`config.mk`:
```
export PLATFORM = sky130hd
export DESIGN_NAME = bit_serializer
export DESIGN_NICKNAME = d
export VERILOG_FILES = /design/src/rtl/bit_serializer.sv
export SDC_FILE = /design/constraint.sdc
export NUM_CORES = 1
export LEC_CHECK = 0
export CORE_MARGIN = 3
export CORE_UTILIZATION = 40
export DETAILED_ROUTE_END_ITERATION = 8
export PLACE_DENSITY = 0.71
export SYNTH_ARGS = -nofsm -noshare
export SYNTH_HDL_FRONTEND = slang
export SYNTH_SLANG_ARGS = --single-unit
export TNS_END_PERCENT = 20
```
`constraint.sdc`:
```
create_clock -name clock -period 1.6 [get_ports clock]
set_clock_uncertainty 0.15 [all_clocks]
set_input_delay 0.32 -clock clock [delete_from_list [all_inputs] [get_ports clock]]
set_output_delay 0.32 -clock clock [all_outputs]
set_load 0.02 [all_outputs]
```
`src/rtl/bit_serializer.sv`:
```
// Parallel-to-serial converter: accepts a WIDTH-bit word on a valid/ready handshake
// and emits it one bit per cycle, back-to-back frames with no gap.
module bit_serializer #(
    parameter int WIDTH     = 8,
    parameter bit MSB_FIRST = 1'b1,
    parameter bit IDLE_BIT  = 1'b0
) (
    input  logic             clock,
    input  logic             reset,
    input  logic [WIDTH-1:0] data_in,
    input  logic             load_valid,
    output logic             load_ready,
    output logic             sequence_out,
    output logic             bit_valid,
    output logic             frame_done,
    output logic             busy
);

    // state | meaning
    // IDLE  | no frame active, line held at IDLE_BIT
    // SHIFT | frame in progress, bit_cnt_q is the bit currently on the line
    typedef enum logic {
        IDLE  = 1'b0,
        SHIFT = 1'b1
    } state_t;

    localparam int CNT_W = $clog2(WIDTH);
    localparam logic [CNT_W-1:0] CNT_LAST = CNT_W'(WIDTH - 1);

    state_t           state_q, state_d;
    logic [CNT_W-1:0] bit_cnt_q, bit_cnt_d;
    logic [WIDTH-1:0] shreg_q, shreg_d;
    logic             seq_q, seq_d;
    logic             valid_q, valid_d;
    logic             done_q, done_d;
    logic             busy_q, busy_d;
    logic             load_xfer;

    assign load_ready = (state_q == IDLE) || (bit_cnt_q == CNT_LAST);
    assign load_xfer  = load_valid && load_ready;

    always_comb begin
        state_d   = state_q;
        bit_cnt_d = bit_cnt_q;
        shreg_d   = shreg_q;
        seq_d     = IDLE_BIT;
        valid_d   = 1'b0;
        done_d    = 1'b0;
        busy_d    = 1'b0;

        if (load_xfer) begin
            state_d   = SHIFT;
            bit_cnt_d = '0;
            shreg_d   = data_in;
            seq_d     = MSB_FIRST ? data_in[WIDTH-1] : data_in[0];
            valid_d   = 1'b1;
            busy_d    = 1'b1;
        end else if (state_q == SHIFT) begin
            if (bit_cnt_q == CNT_LAST) begin
                // bit_cnt_q is left alone here; it only wraps on a back-to-back load
                state_d = IDLE;
            end else begin
                bit_cnt_d = bit_cnt_q + CNT_W'(1);
                if (MSB_FIRST) begin
                    shreg_d = shreg_q << 1;
                    seq_d   = shreg_q[WIDTH-2];
                end else begin
                    shreg_d = shreg_q >> 1;
                    seq_d   = shreg_q[1];
                end
                valid_d = 1'b1;
                busy_d  = 1'b1;
                done_d  = (bit_cnt_d == CNT_LAST);
            end
        end
    end

    always_ff @(posedge clock) begin
        if (!reset) begin
            state_q   <= IDLE;
            bit_cnt_q <= '0;
            shreg_q   <= '0;
            seq_q     <= IDLE_BIT;
            valid_q   <= 1'b0;
            done_q    <= 1'b0;
            busy_q    <= 1'b0;
        end else begin
            state_q   <= state_d;
            bit_cnt_q <= bit_cnt_d;
            shreg_q   <= shreg_d;
            seq_q     <= seq_d;
            valid_q   <= valid_d;
            done_q    <= done_d;
            busy_q    <= busy_d;
        end
    end

    assign sequence_out = seq_q;
    assign bit_valid    = valid_q;
    assign frame_done   = done_q;
    assign busy         = busy_q;

endmodule
```
Word level (Yosys, flattened, before mapping)
Index checks and enable logic that the tools add are counted.
- logic and storage cells: 28
- output and inout bits: 5
- flip-flop bits (word level): 13
- bits of input ports: 11
- reductions and logical operators: 7
- equal/unequal tests: 3
- muxes and demuxes: 9
- add/subtract/negate cells: 1
- bitwise logic cells: 3
- operator list (cell ; number):
    7-bit 2-to-1 mux ; 3
    3-bit equality test (second input constant) ; 2
    1-bit 2-to-1 mux ; 6
    2-bit AND reduction ; 2
    4-bit OR reduction ; 1
    3-bit by 1-bit adder with 3-bit output (second input constant) ; 1
    1-bit inverter ; 3
    2-bit inequality test (second input constant) ; 1
    2-bit nonzero test ; 1
    2-bit OR reduction ; 1
    1-bit logical AND ; 1
    1-bit logical OR ; 1

Longest topological paths before layout
- depth in word-level cells: 5
- depth in mapped cells: 7
- depth with buffers taken out: 6

Worst setup path after synthesis
Ideal clock, no wire load.
- kind: register to output
- start point: register bit_cnt_q[0]
- end point: output port load_ready
- data required time: 1.130 ns
- arrival: 1.086 ns
- path slack: 0.044 ns
- cell stages (with the launch flop): 6
- buffers on the path: 1
- cell sequence: dfxtp_1 ha_1 ha_1 nor2b_4 inv_2 buf_6
- longest elaborated chain between the ends: 2
- RTL lines (element ; RTL line ; source):
    from (decl) ; 31 ; logic [CNT_W-1:0] bit_cnt_q, bit_cnt_d;
    from (signal assigned) ; 89 ; bit_cnt_q <= bit_cnt_d;
    3-bit equality test ; 39 ; assign load_ready = (state_q == IDLE) || (bit_cnt_q == CNT_LAST);
    1-bit logical OR ; 39 ;
    to (decl) ; 12 ; output logic load_ready,
No other way between the ends.

Worst setup path in the final report
- start point: register bit_cnt_q[1]
- end point: output port load_ready
Same word-level chain as after synthesis.

==> metrics.log <==
[metrics] detailed placer's ending HPWL: around 800 microns
[metrics] clock period minus final worst setup slack: 1690 ps
[metrics] IO Count: 16
[metrics] largest net degree at the start of global routing: 19
[metrics] Synth Register Bits: 13
[metrics] share of the yosys chip area belonging to registers: 44.8%
[metrics] number of antenna-violating nets in the routed design: 0
[metrics] drt first pass iters: 4
[metrics] Pwr per Cell Area: between 800 and 900 nW/um^2
[metrics] via count: 487
[metrics] Core Rows: 13
[metrics] portion of synthesized cell area occupied by the leading cell type: 44.8%
[metrics] post-place instance area: 773 sq um
[metrics] result of the run: finished, violations left
[metrics] post-detailed-route wirelength per cell: 12.5 microns
[metrics] gp weighted congestion: between 0.6 and 0.7
[metrics] Syn Inst Count: 59
[metrics] starting density of the core: 43.5%
[metrics] final count of pins violating max slew: 0
[metrics] maximum fanout encountered on the critical timing path: 2
[metrics] most common library cell in the layout ignoring fill and taps: sky130_fd_sc_hd__dfxtp_1
[metrics] failing checks: negative setup slack
[metrics] worst-case clock buffer depth: 2
[metrics] required arrival time at the worst endpoint: 1130 ps
[metrics] fill count: roughly 120
[metrics] kind of cell adding the most delay to the critical path: flip-flops
[metrics] synth-to-layout area growth: 46.8%
[metrics] count of unique library cells instantiated by Yosys: 19
[metrics] most frequent cells in the layout: sky130_fd_sc_hd__dfxtp_1 (11), sky130_fd_sc_hd__clkdlybuf4s50_1 (10), sky130_fd_sc_hd__mux2i_1 (7)
[metrics] vias in the first global route: between 400 and 500
[metrics] highest cell delay on the worst timing path: 340 ps
[metrics] clock power share: between 20% and 30%
[metrics] cells taking the most area after synthesis: sky130_fd_sc_hd__dfxtp_1 (45%), sky130_fd_sc_hd__mux2i_1 (12%), sky130_fd_sc_hd__ha_1 (6.5%)
[metrics] number of setup violations in the final report: 1
[metrics] die height: between 40 and 50 microns
[metrics] Sw Pwr: 0.172 mW
[metrics] # nets final: 97
[metrics] worst hold path class: flop to flop
[metrics] TNS Setup: -85.8 ps
[metrics] worst setup path class: flop to output port
[metrics] number of DRC violations after detailed routing: 0
[metrics] arrival time reported for the critical path endpoint: 1220 ps
[metrics] fraction of final layout cells with drive strength greater than 1: 25.6%
[metrics] mean post-synth cell area: 9.84 sq um
[metrics] count of port buffers added during placement: 15
[metrics] Root Buffer: sky130_fd_sc_hd__clkbuf_4
[metrics] unrepaired setup endpoints after global routing: yes
[metrics] latest clock arrival within the worst-skew pair: 270 ps
[metrics] element type at the critical path end: output port
[metrics] Worst-Margin Slew: 175 ps
[metrics] dominant cell type by count on the critical path: sky130_fd_sc_hd__ha_4
[metrics] leakage power: around 0.36 nW
[metrics] initial antenna violation count: 0
[metrics] Global Route Usage Sum: 13.0%
[metrics] Final Hold Slack: around 330 ps
[metrics] warnings from Yosys: 0
[metrics] number of diodes added for antenna fixing: 0
[metrics] cell at the slowest stage of the critical path: sky130_fd_sc_hd__dfxtp_2
[metrics] TritonCTS clock tree: built
[metrics] number of buffers and inverters on the critical path: 2
[metrics] sequential cell fraction of total power: approximately 52%
[metrics] area leader, netlist: sky130_fd_sc_hd__dfxtp_1
[metrics] number of buffers created by CTS: 3
[metrics] ratio of final minimum period to clock period: 105%
[metrics] Synthesized Nets: 73
[metrics] Die Area: 1940 sq um
[metrics] clock transition at the register clock pins on the worst setup and hold paths after CTS: 80 ps
[metrics] design internal power: 0.515 mW
[metrics] Hold Fails Final Rpt: 0
[metrics] worst setup margin: -85.8 ps
[metrics] Slew Limit Headroom: 88.0%
[metrics] IR Drop Worst-Case VDD: between 0.0005 and 0.0006 V
[metrics] H-Tree Level Count: 1
[metrics] part of the power in combinational logic: 19.2%
[metrics] crit path launch type: flop
[metrics] First DRT Iteration DRCs: 5
[metrics] die span in x: 44.1 microns
[metrics] count of maximum capacitance violations: 0
[metrics] sum of routed wire length over all layers: 1220 microns
[metrics] number of buffers added to fix hold violations after cts: 0
[metrics] wire length of the first global-routing pass: around 1800 microns
[metrics] critical path cell sequence: ha_4, ha_4, nor2b_4, inv_2, buf_6
[metrics] core region area: 1330 sq um
[metrics] Fmax: 0.593 GHz
[metrics] number of clock sinks: 13
[metrics] total standard cell area after synthesis: between 500 and 600 sq um
[metrics] Via density: 5.02
[metrics] finished layout cell area: 852 sq um
[metrics] Congestion Overflow GR: 0
[metrics] switch share: between 20% and 30%
## cells in the mapped netlist
cell type	number
sky130_fd_sc_hd__ha_1	3
sky130_fd_sc_hd__nand2_1	3
sky130_fd_sc_hd__dfxtp_1	13
sky130_fd_sc_hd__buf_4	3
sky130_fd_sc_hd__nor3_1	1
sky130_fd_sc_hd__buf_6	1
sky130_fd_sc_hd__nor3b_1	1
sky130_fd_sc_hd__nand3b_1	1
sky130_fd_sc_hd__a21boi_0	2
sky130_fd_sc_hd__a21oi_1	6
sky130_fd_sc_hd__inv_1	1
sky130_fd_sc_hd__o21ai_0	5
sky130_fd_sc_hd__nor2b_4	1
sky130_fd_sc_hd__nor2_1	4
sky130_fd_sc_hd__nand3_1	2
sky130_fd_sc_hd__o21ai_2	1
sky130_fd_sc_hd__inv_2	1
sky130_fd_sc_hd__o21a_1	3
sky130_fd_sc_hd__mux2i_1	7
## path summary, 6_finish.rpt
check / from / to / slack (ps) / depth (start not counted)
worst min register to register: shreg_q[6] / sequence_out / 330 / 2
worst max register to register: bit_cnt_q[1] / bit_cnt_q[0] / 40 / 8
worst max-delay path: bit_cnt_q[1] / load_ready / -90 / 5
worst min-delay path: shreg_q[6] / sequence_out / 330 / 2
## metal layers
layer	wire [microns]	GRT usage, %
met5	0	0
met4	16	3.61
met3	57	6.10
met2	658	23.5
met1	485	13.1
## sequential cells by signal, indices dropped and copies added (netlist names)
signal and flops:
frame_done 1, busy 1, shreg_q 7, bit_cnt_q 3, sequence_out 1
## area by class of cell
cell class | count | area (sq um) | area share, %
multi-input cells | 40 | 314 | 36.9
flip-flops and latches | 13 | 263 | 30.8
repair buffers | 23 | 223 | 26.1
clock buffers | 4 | 26.3 | 3.08
well taps | 15 | 18.8 | 2.20
inverters | 2 | 7.51 | 0.881
## worst reg2reg max path, stage by stage (launching register included)
cell                      delay (ps)
sky130_fd_sc_hd__dfxtp_2         340
sky130_fd_sc_hd__ha_4            160
sky130_fd_sc_hd__ha_4            150
sky130_fd_sc_hd__nor2b_4         120
sky130_fd_sc_hd__buf_4           120
sky130_fd_sc_hd__buf_4            90
sky130_fd_sc_hd__buf_6           100
sky130_fd_sc_hd__nor3_2           40
sky130_fd_sc_hd__o21a_1          180
## power by group through the flow
stage	Clock (mW)	Sequential, mW	Combinational [mW]
CTS	0.203	0.354	0.125
floorplan	0	0.363	0.0660
global route	0.222	0.358	0.144
detailed placement	0	0.362	0.125
global placement	0	0.360	0.124
finish	0.200	0.355	0.132
## stage by stage
| stage | setup WS (ps) | util [%] | std cells | power (mW) |
|---|---|---|---|---|
| after detailed placement | -267 | 58.0 | 91 | 0.487 |
| after global placement | -240 | 58.0 | 91 | 0.484 |
| final | -85.8 | 63.9 | 97 | 0.687 |
| after floorplan | 43.8 | - | 59 | 0.429 |
| after CTS | -105 | 60.7 | 96 | 0.682 |
| after global routing | -133 | 63.9 | 97 | 0.724 |
## what timing repair did
| item | in CTS | in global routing |
|---|---|---|
| buffers inserted | 1 | 1 |
| resized for setup | 13 | 6 |
| setup endpoints to repair | 5 | 2 |
| pin swaps | 0 | 1 |
## cell families (layout without fill, tap and decap cells)
| kind of cell | count (synthesis) | in the layout | share of synthesized area [%] |
|---|---|---|---|
| AOI/OAI and AO/OA | 17 | 17 | 17.5 |
| DFF | 13 | 13 | 44.8 |
| buffers and inverters | 6 | 29 | 7.11 |
| adders and majority gates | 3 | 3 | 6.47 |
| muxes | 7 | 7 | 12.1 |
| and+or+nand+nor | 13 | 13 | 12.1 |
No activity file was read; power rests on OpenSTA's default activity.
